==> config.mk <==
export PLATFORM = sky130hd
export DESIGN_NAME = immed_decode_stage
export DESIGN_NICKNAME = d
export VERILOG_FILES = /design/src/rtl/immed_decode_stage.sv
export SDC_FILE = /design/constraint.sdc
export NUM_CORES = 1
export LEC_CHECK = 0
export BUFFER_PORTS_ARGS = -buffer_cell sky130_fd_sc_hd__buf_4
export CAP_MARGIN = 40
export CORE_UTILIZATION = 26
export CTS_CLUSTER_DIAMETER = 50
export DETAILED_ROUTE_END_ITERATION = 10
export PLACE_DENSITY = 0.46
export SYNTH_ARGS = -nofsm -noshare
export SYNTH_HDL_FRONTEND = slang
export SYNTH_SLANG_ARGS = --single-unit
==> constraint.sdc <==
create_clock -name CLK -period 10.9 [get_ports CLK]
set_input_delay 0.545 -clock CLK [delete_from_list [all_inputs] [get_ports CLK]]
set_output_delay 0.545 -clock CLK [all_outputs]
set_load 0.005 [all_outputs]
==> src/rtl/immed_decode_stage.sv <==
// rtl/immed_decode_stage.sv - RV32I immediate decoder feeding a DEPTH-entry output FIFO.
// Optional illegal-opcode counter enabled by defining IMMED_ERR_CNT_EN.
module immed_decode_stage #(
  parameter int XLEN  = 32,
  parameter int DEPTH = 2
) (
  input  logic            CLK,
  input  logic            RST,
  input  logic            IN_VALID,
  output logic            IN_READY,
  input  logic [31:0]     INSTRUCT,
  output logic            OUT_VALID,
  input  logic            OUT_READY,
  output logic [XLEN-1:0] OUT_IMM,
  output logic [2:0]      OUT_TYPE,
  output logic [31:0]     OUT_INSTRUCT,
  output logic [15:0]     ERR_CNT
);

  localparam int AW = $clog2(DEPTH);
  localparam int CW = AW + 1;

  localparam logic [2:0] TYPE_R       = 3'd0;
  localparam logic [2:0] TYPE_I       = 3'd1;
  localparam logic [2:0] TYPE_S       = 3'd2;
  localparam logic [2:0] TYPE_B       = 3'd3;
  localparam logic [2:0] TYPE_U       = 3'd4;
  localparam logic [2:0] TYPE_J       = 3'd5;
  localparam logic [2:0] TYPE_ILLEGAL = 3'd7;

  logic [AW-1:0]   wr_ptr_q, wr_ptr_d;
  logic [AW-1:0]   rd_ptr_q, rd_ptr_d;
  logic [CW-1:0]   count_q, count_d;

  logic [XLEN-1:0] imm_mem_q   [DEPTH];
  logic [2:0]      type_mem_q  [DEPTH];
  logic [31:0]     instr_mem_q [DEPTH];

  logic [2:0]      dec_type;
  logic [31:0]     dec_imm32;
  logic [XLEN-1:0] dec_imm;
  logic            push;
  logic            pop;

  assign IN_READY  = (count_q < CW'(DEPTH));
  assign OUT_VALID = (count_q != '0);
  assign push      = IN_VALID & IN_READY;
  assign pop       = OUT_VALID & OUT_READY;

  always_comb begin
    dec_type  = TYPE_ILLEGAL;
    dec_imm32 = '0;
    case (INSTRUCT[6:0])
      7'b0110111, 7'b0010111: begin
        dec_type  = TYPE_U;
        dec_imm32 = {INSTRUCT[31:12], 12'b0};
      end
      7'b1101111: begin
        dec_type  = TYPE_J;
        dec_imm32 = {{12{INSTRUCT[31]}}, INSTRUCT[19:12], INSTRUCT[20],
                     INSTRUCT[30:21], 1'b0};
      end
      7'b1100111, 7'b0000011, 7'b0010011, 7'b1110011, 7'b0001111: begin
        dec_type  = TYPE_I;
        dec_imm32 = {{20{INSTRUCT[31]}}, INSTRUCT[31:20]};
      end
      7'b0100011: begin
        dec_type  = TYPE_S;
        dec_imm32 = {{20{INSTRUCT[31]}}, INSTRUCT[31:25], INSTRUCT[11:7]};
      end
      7'b1100011: begin
        dec_type  = TYPE_B;
        dec_imm32 = {{20{INSTRUCT[31]}}, INSTRUCT[7], INSTRUCT[30:25],
                     INSTRUCT[11:8], 1'b0};
      end
      7'b0110011: begin
        dec_type  = TYPE_R;
      end
      default: begin
        dec_type  = TYPE_ILLEGAL;
      end
    endcase
  end

  // Upper bits always come from INSTRUCT[31]; R and ILLEGAL stay all-zero.
  always_comb begin
    dec_imm = '0;
    if (dec_type != TYPE_R && dec_type != TYPE_ILLEGAL) begin
      dec_imm        = {XLEN{INSTRUCT[31]}};
      dec_imm[31:0]  = dec_imm32;
    end
  end

  always_comb begin
    wr_ptr_d = wr_ptr_q;
    rd_ptr_d = rd_ptr_q;
    count_d  = count_q;
    if (push) begin
      wr_ptr_d = wr_ptr_q + 1'b1;
    end
    if (pop) begin
      rd_ptr_d = rd_ptr_q + 1'b1;
    end
    case ({push, pop})
      2'b10:   count_d = count_q + 1'b1;
      2'b01:   count_d = count_q - 1'b1;
      default: count_d = count_q;
    endcase
  end

  always_ff @(posedge CLK or posedge RST) begin
    if (RST) begin
      wr_ptr_q <= '0;
      rd_ptr_q <= '0;
      count_q  <= '0;
    end else begin
      wr_ptr_q <= wr_ptr_d;
      rd_ptr_q <= rd_ptr_d;
      count_q  <= count_d;
    end
  end

  // Storage has no reset; count gates visibility of stale entries.
  always_ff @(posedge CLK) begin
    if (push) begin
      imm_mem_q[wr_ptr_q]   <= dec_imm;
      type_mem_q[wr_ptr_q]  <= dec_type;
      instr_mem_q[wr_ptr_q] <= INSTRUCT;
    end
  end

  assign OUT_IMM      = imm_mem_q[rd_ptr_q];
  assign OUT_TYPE     = type_mem_q[rd_ptr_q];
  assign OUT_INSTRUCT = instr_mem_q[rd_ptr_q];

`ifdef IMMED_ERR_CNT_EN
  logic [15:0] err_cnt_q, err_cnt_d;

  always_comb begin
    err_cnt_d = err_cnt_q;
    if (push && dec_type == TYPE_ILLEGAL && err_cnt_q != 16'hFFFF) begin
      err_cnt_d = err_cnt_q + 16'd1;
    end
  end

  always_ff @(posedge CLK or posedge RST) begin
    if (RST) begin
      err_cnt_q <= '0;
    end else begin
      err_cnt_q <= err_cnt_d;
    end
  end

  assign ERR_CNT = err_cnt_q;
`else
  assign ERR_CNT = '0;
`endif

endmodule

# == Yosys cells after proc, flatten, opt, wreduce, memory -nomap -nowiden ==
# Memories as Yosys holds them, arrays and structs flattened.
# Cells that the tools add are included.
# word_totals
register_bits,4
ram_bits,134
in_bits,36
out_inout_bits,85
wordCells,39
mem_count,3
# mem_list
memory,depth,width,read_ports,rd_clocked_by_memory_dff,write_ports,line,source
imm_mem_q,2,32,1,0,1,35,logic [XLEN-1:0] imm_mem_q [DEPTH];
instr_mem_q,2,32,1,0,1,37,logic [31:0] instr_mem_q [DEPTH];
type_mem_q,2,3,1,0,1,36,logic [2:0] type_mem_q [DEPTH];
# classes
add_sub_neg,4
magnitude_cmp,1
eq_ne,14
muxes,6
n_bitwise,2
reduce_logical,6
# op_table
cell,count
32-bit one-hot mux with 5 select lines,1
32-bit two-way mux,1
"7-bit == test, second input constant",4
"7-bit by 6-bit == test with 1-bit output, second input constant",3
3-bit one-hot mux with 6 select lines,1
"7-bit by 5-bit == test with 1-bit output, second input constant",2
"7-bit by 2-bit == test with 1-bit output, second input constant",1
"7-bit by 4-bit == test with 1-bit output, second input constant",1
5-bit OR reduction,1
2-bit one-hot mux with 2 select lines,1
2-bit nonzero test,2
"3-bit != test, second input constant",1
3-bit nonzero test,1
"1-bit adder, second input constant",2
"2-bit by 1-bit adder with 2-bit output, second input constant",1
1-bit AND,2
"2-bit by 1-bit == test with 1-bit output, second input constant",1
"2-bit == test, second input constant",1
"2-bit less-than comparator, second input constant",1
1-bit two-way mux,2
2-bit OR reduction,1
"2-bit by 1-bit subtractor with 2-bit output, second input constant",1
1-bit logical AND,1

# == Logic depth before layout (Yosys ltp) ==
# logic_depth
ltp_word,6
ltp_mapped,6
ltp_nobuf,6

# == Least setup slack after synthesis ==
# OpenSTA, ideal clock, no wires.
# synth_timing
path_kind,input port to flip-flop
start,input port IN_VALID
end,"memory imm_mem_q[0][0], enable pin"
setup_time_ns,0.492
arrival_ns,3.446
required_time_ns,10.408
path_slack_ns,6.962
cell_stages,2
path_buffers,0
cell_sequence,nand2_1 > nor2_1
# synth_via
elab_chain_cells,3
# synth_lines
element,line,source
start: declaration,9,"input logic IN_VALID,"
1-bit AND,47,assign push = IN_VALID & IN_READY;
1-bit two-way mux,125,if (push) begin
1-bit two-way mux (not written as such),126,imm_mem_q[wr_ptr_q] <= dec_imm;
end: declaration,35,
# Every way passes these cells.

# == Worst setup path in the final report ==
# layout_timing
start,register rd_ptr_q
end,output port OUT_INSTRUCT[0]
# layout_via
elab_chain_cells,1
# layout_lines
element,line,source
start: declaration,32,"logic [AW-1:0] rd_ptr_q, rd_ptr_d;"
start signal: assignment,118,rd_ptr_q <= rd_ptr_d;
memory 2 x 32 bit,--,
end: declaration,16,"output logic [31:0] OUT_INSTRUCT,"
# Every way passes these cells.

==> results.md <==
* Worst setup SP type: register
* Initial Util at between 20% and 30%
* Multi-input logic area at ~1500 sq um
* Largest family of logic cells by synthesized area: multiplexers
* Io pins at between 100 and 150
* Status: finished clean
* Starting DRT DRC Count at about 150
* Crit Path Class: reg2out
* Initial antenna violation count at 0
* Slowest CP cell: dfrtp_4
* Crit path time final at 2.52 ns
* Hold Fails Final Rpt at 0
* Comb power frac at 27.5%
* Syn Inst Count at about 340
* Yosys reg bits at roughly 140
* Final critical-path share of the clock period at roughly 23%
* Met1 Track Usage GR at about an eighth
* Layout Skew at a little over 0.004 ns
* Post-Synth XOR/XNOR Area at less than 1%
* Sequential Power Share at around two fifths
* Leakage power at approximately 2.8 nW
* Avg WL per Cell at 16.5 um
* Vias/cell at between 4 and 5
* Ant. Diodes at 0
* Main synth FF type: edfxtp_1
* Mux share of post-synthesis cell area at between 10% and 20%
* Nets at between 400 and 500
* Placer's final routability congestion estimate at about 0.67
* Mean area per synthesized cell at roughly 17 sq um
* Crit. End Element: output pin
* Row Count at 54
* Hold Crit Class: in2reg
* Fin Hold WS at about 0.33 ns
* CP Cell Sequence: buf_12 > mux2_2 > buf_4
* Die X at 151 um
* RSZ-0062 raised after global routing: false
* Synth Area in Compound Gates at under 10%
* Crit Path Max Fanout at 39
* Vias in the first global route at around 3400
* Synth cell types at 49
* Synth Area in Simple Gates at under 10%
* Core Util, Final at around a third
* Die H at about 150 um
* Worst setup margin at 8.38 ns
* Total CTS buffers at 17
* DRC viols at 0
* Max-Cap Viols at 0
* Worst slew margin at a little over two fifths
* Fillers at about 2200
* H-tree Lvls at 4
* PwrDens at around 240 nW/um^2
* Yosys warnings at 0
* Final setup viols at 0
* First-pass GRT wire length at 18600 um
* Setup TNS Final at 0 ns
* Post-DP HPWL at between 8000 and 9000 um
* Max VDD drop at approximately 0.090 mV
* Clock root buffer: clkbuf_16
* Antenna-violating nets left at 0
* Setup WS pre-CTS at 8.59 ns
* Vias at between 3000 and 4000
* Total core area at 21800 sq um
* Sw Pwr at ~0.47 mW
* Worst-path clk slew at approximately 0.060 ns
* Gr busiest metal: met2
* Switch share at approximately a quarter
* Worst-skew pair later-pin latency at approximately 0.41 ns
* Largest stage delay, worst path at 0.70 ns
* Total GRT Usage at a little under an eighth
* Power Total at between 1.5 and 2 mW
* Register area share after synthesis at a little under three quarters
* Fraction of the mapped netlist area in adder cells at less than 1%
* Power share of the clock group at between 30% and 40%
* Share of layout cells above drive strength 1 at a little under half
* Async SR Flop Fraction at between 2 and 3%
* Clk sinks at between 100 and 150
* Total grt overflow at 0
* IO buf count at roughly 100
* Worst-margin pin slew at ~0.84 ns
* Commonest non-fill, non-tap cell in the layout: edfxtp_1
* Pre-antenna DRT Iters at 4
* Met2 Usage GRT at just under 20%
* R2R Setup Slk at approximately 9.1 ns
* Largest net degree at the start of global routing at a little over 40
* Slew Viols, Final at 0
* Post-synth EDFFs at 134
* Post-Syn Area at about 5700 sq um
* CTS Buffer Depth at 2
* CTS tree: done
* Req. time, crit path at slightly above 10 ns
* Synth-to-layout area growth at 29.5%
* GR Util met3 at under 10%
* Routed Wire Length at 12300 um
* Register area at approximately 4100 sq um
* Fmax at 0.396 GHz
* DIE AREA at about 23000 sq um
* Most frequent cells in the layout: edfxtp_1, buf_4, mux2_2, nand2_1, clkbuf_16
* Internal cell power at roughly 1.3 mW
* Critical path data arrival time at 1.98 ns
==> layout make-up <==
| class | instances | share of cell area [%] |
|---|---|---|
| multi-input combinational | 183 | 20.0 |
| inverter | 4 | 0.202 |
| tap | 280 | 4.71 |
| clock inverter | 13 | 1.70 |
| sequential | 138 | 55.5 |
| clock buffer | 19 | 5.82 |
| timing repair buffer | 112 | 12.1 |
==> cell families after synthesis <==
family | count (synthesis)
AND/OR/NAND/NOR | 50
AO/OA/AOI/OAI | 44
flip-flops | 138
adder cells (fa/ha/maj) | 1
other | 1
multiplexers | 67
XOR/XNOR | 5
buffers and inverters | 35
==> synth_stat cells (2+ instances only) <==
| library cell | instances | area, sq um |
|---|---|---|
| a21o_1 | 11 | 82.6 |
| a21oi_1 | 5 | 25.0 |
| a22o_1 | 4 | 35.0 |
| a2bb2oi_1 | 2 | 17.5 |
| and2_1 | 8 | 50.1 |
| and2b_1 | 2 | 15.0 |
| buf_1 | 2 | 7.51 |
| buf_2 | 7 | 35.0 |
| buf_4 | 16 | 120 |
| clkbuf_1 | 5 | 18.8 |
| dfrtp_1 | 4 | 100 |
| edfxtp_1 | 134 | 4020 |
| inv_1 | 4 | 15.0 |
| mux2_2 | 67 | 754 |
| nand2_1 | 18 | 67.6 |
| nand2b_1 | 2 | 12.5 |
| nor2_1 | 5 | 18.8 |
| o21ai_0 | 10 | 50.1 |
| o21ai_1 | 2 | 10.0 |
| xnor2_1 | 4 | 35.0 |
==> stage by stage <==
stage,instances,area (sq um)
2_1_floorplan,356,5800
6_report,749,7440
3_3_place_gp,711,6770
3_5_place_dp,716,6870
4_1_cts,749,7440
5_1_grt,749,7440
==> final timing paths <==
path / start / to / cells past startpoint
worst max-delay path: rd_ptr_q / OUT_INSTRUCT[0] / 3
worst min-delay path: INSTRUCT[12] / instr_mem_q[0][12] / 1
worst max register to register: count_q[1] / instr_mem_q[0][5] / 5
worst min register to register: count_q[0] / count_q[0] / 1
max in group asynchronous: RST / rd_ptr_q / 3
min in group asynchronous: RST / rd_ptr_q / 3
==> worst max-delay path: cells and delay by family (launching register included) <==
family | cells | cell delay (ns)
flip-flops | 1 | 0.70
buffers and inverters | 2 | 0.44
multiplexers | 1 | 0.39
==> layer usage <==
metal / vias up / wire, um
met3: 18 / 545
met5: - / 0
li1: 1506 / -
met4: 0 / 228
met1: 1605 / 5330
met2: 88 / 6250
==> state kept, by name, summed over array words and instances, names as in the netlist <==
| name | cells |
|---|---|
| rd_ptr_q | 1 |
| count_q | 2 |
| wr_ptr_q | 1 |
| imm_mem_q | 64 |
| instr_mem_q | 64 |
| type_mem_q | 6 |
==> repair_timing <==
action | CTS | global route
gates resized for setup | 0 | 0
setup buffers | 0 | 0
hold buffers | 1 | 0
hold endpoints to repair | 4 | 0
==> power groups by stage <==
stage / logic (mW) / registers (mW) / clock network [mW]
after global placement: 0.451 / 0.783 / 0
final: 0.490 / 0.741 / 0.549
after CTS: 0.506 / 0.744 / 0.565
after floorplan: 0.271 / 0.728 / 0
after global routing: 0.534 / 0.753 / 0.585
after detailed placement: 0.503 / 0.755 / 0
Power figures use the tool's default switching activity.
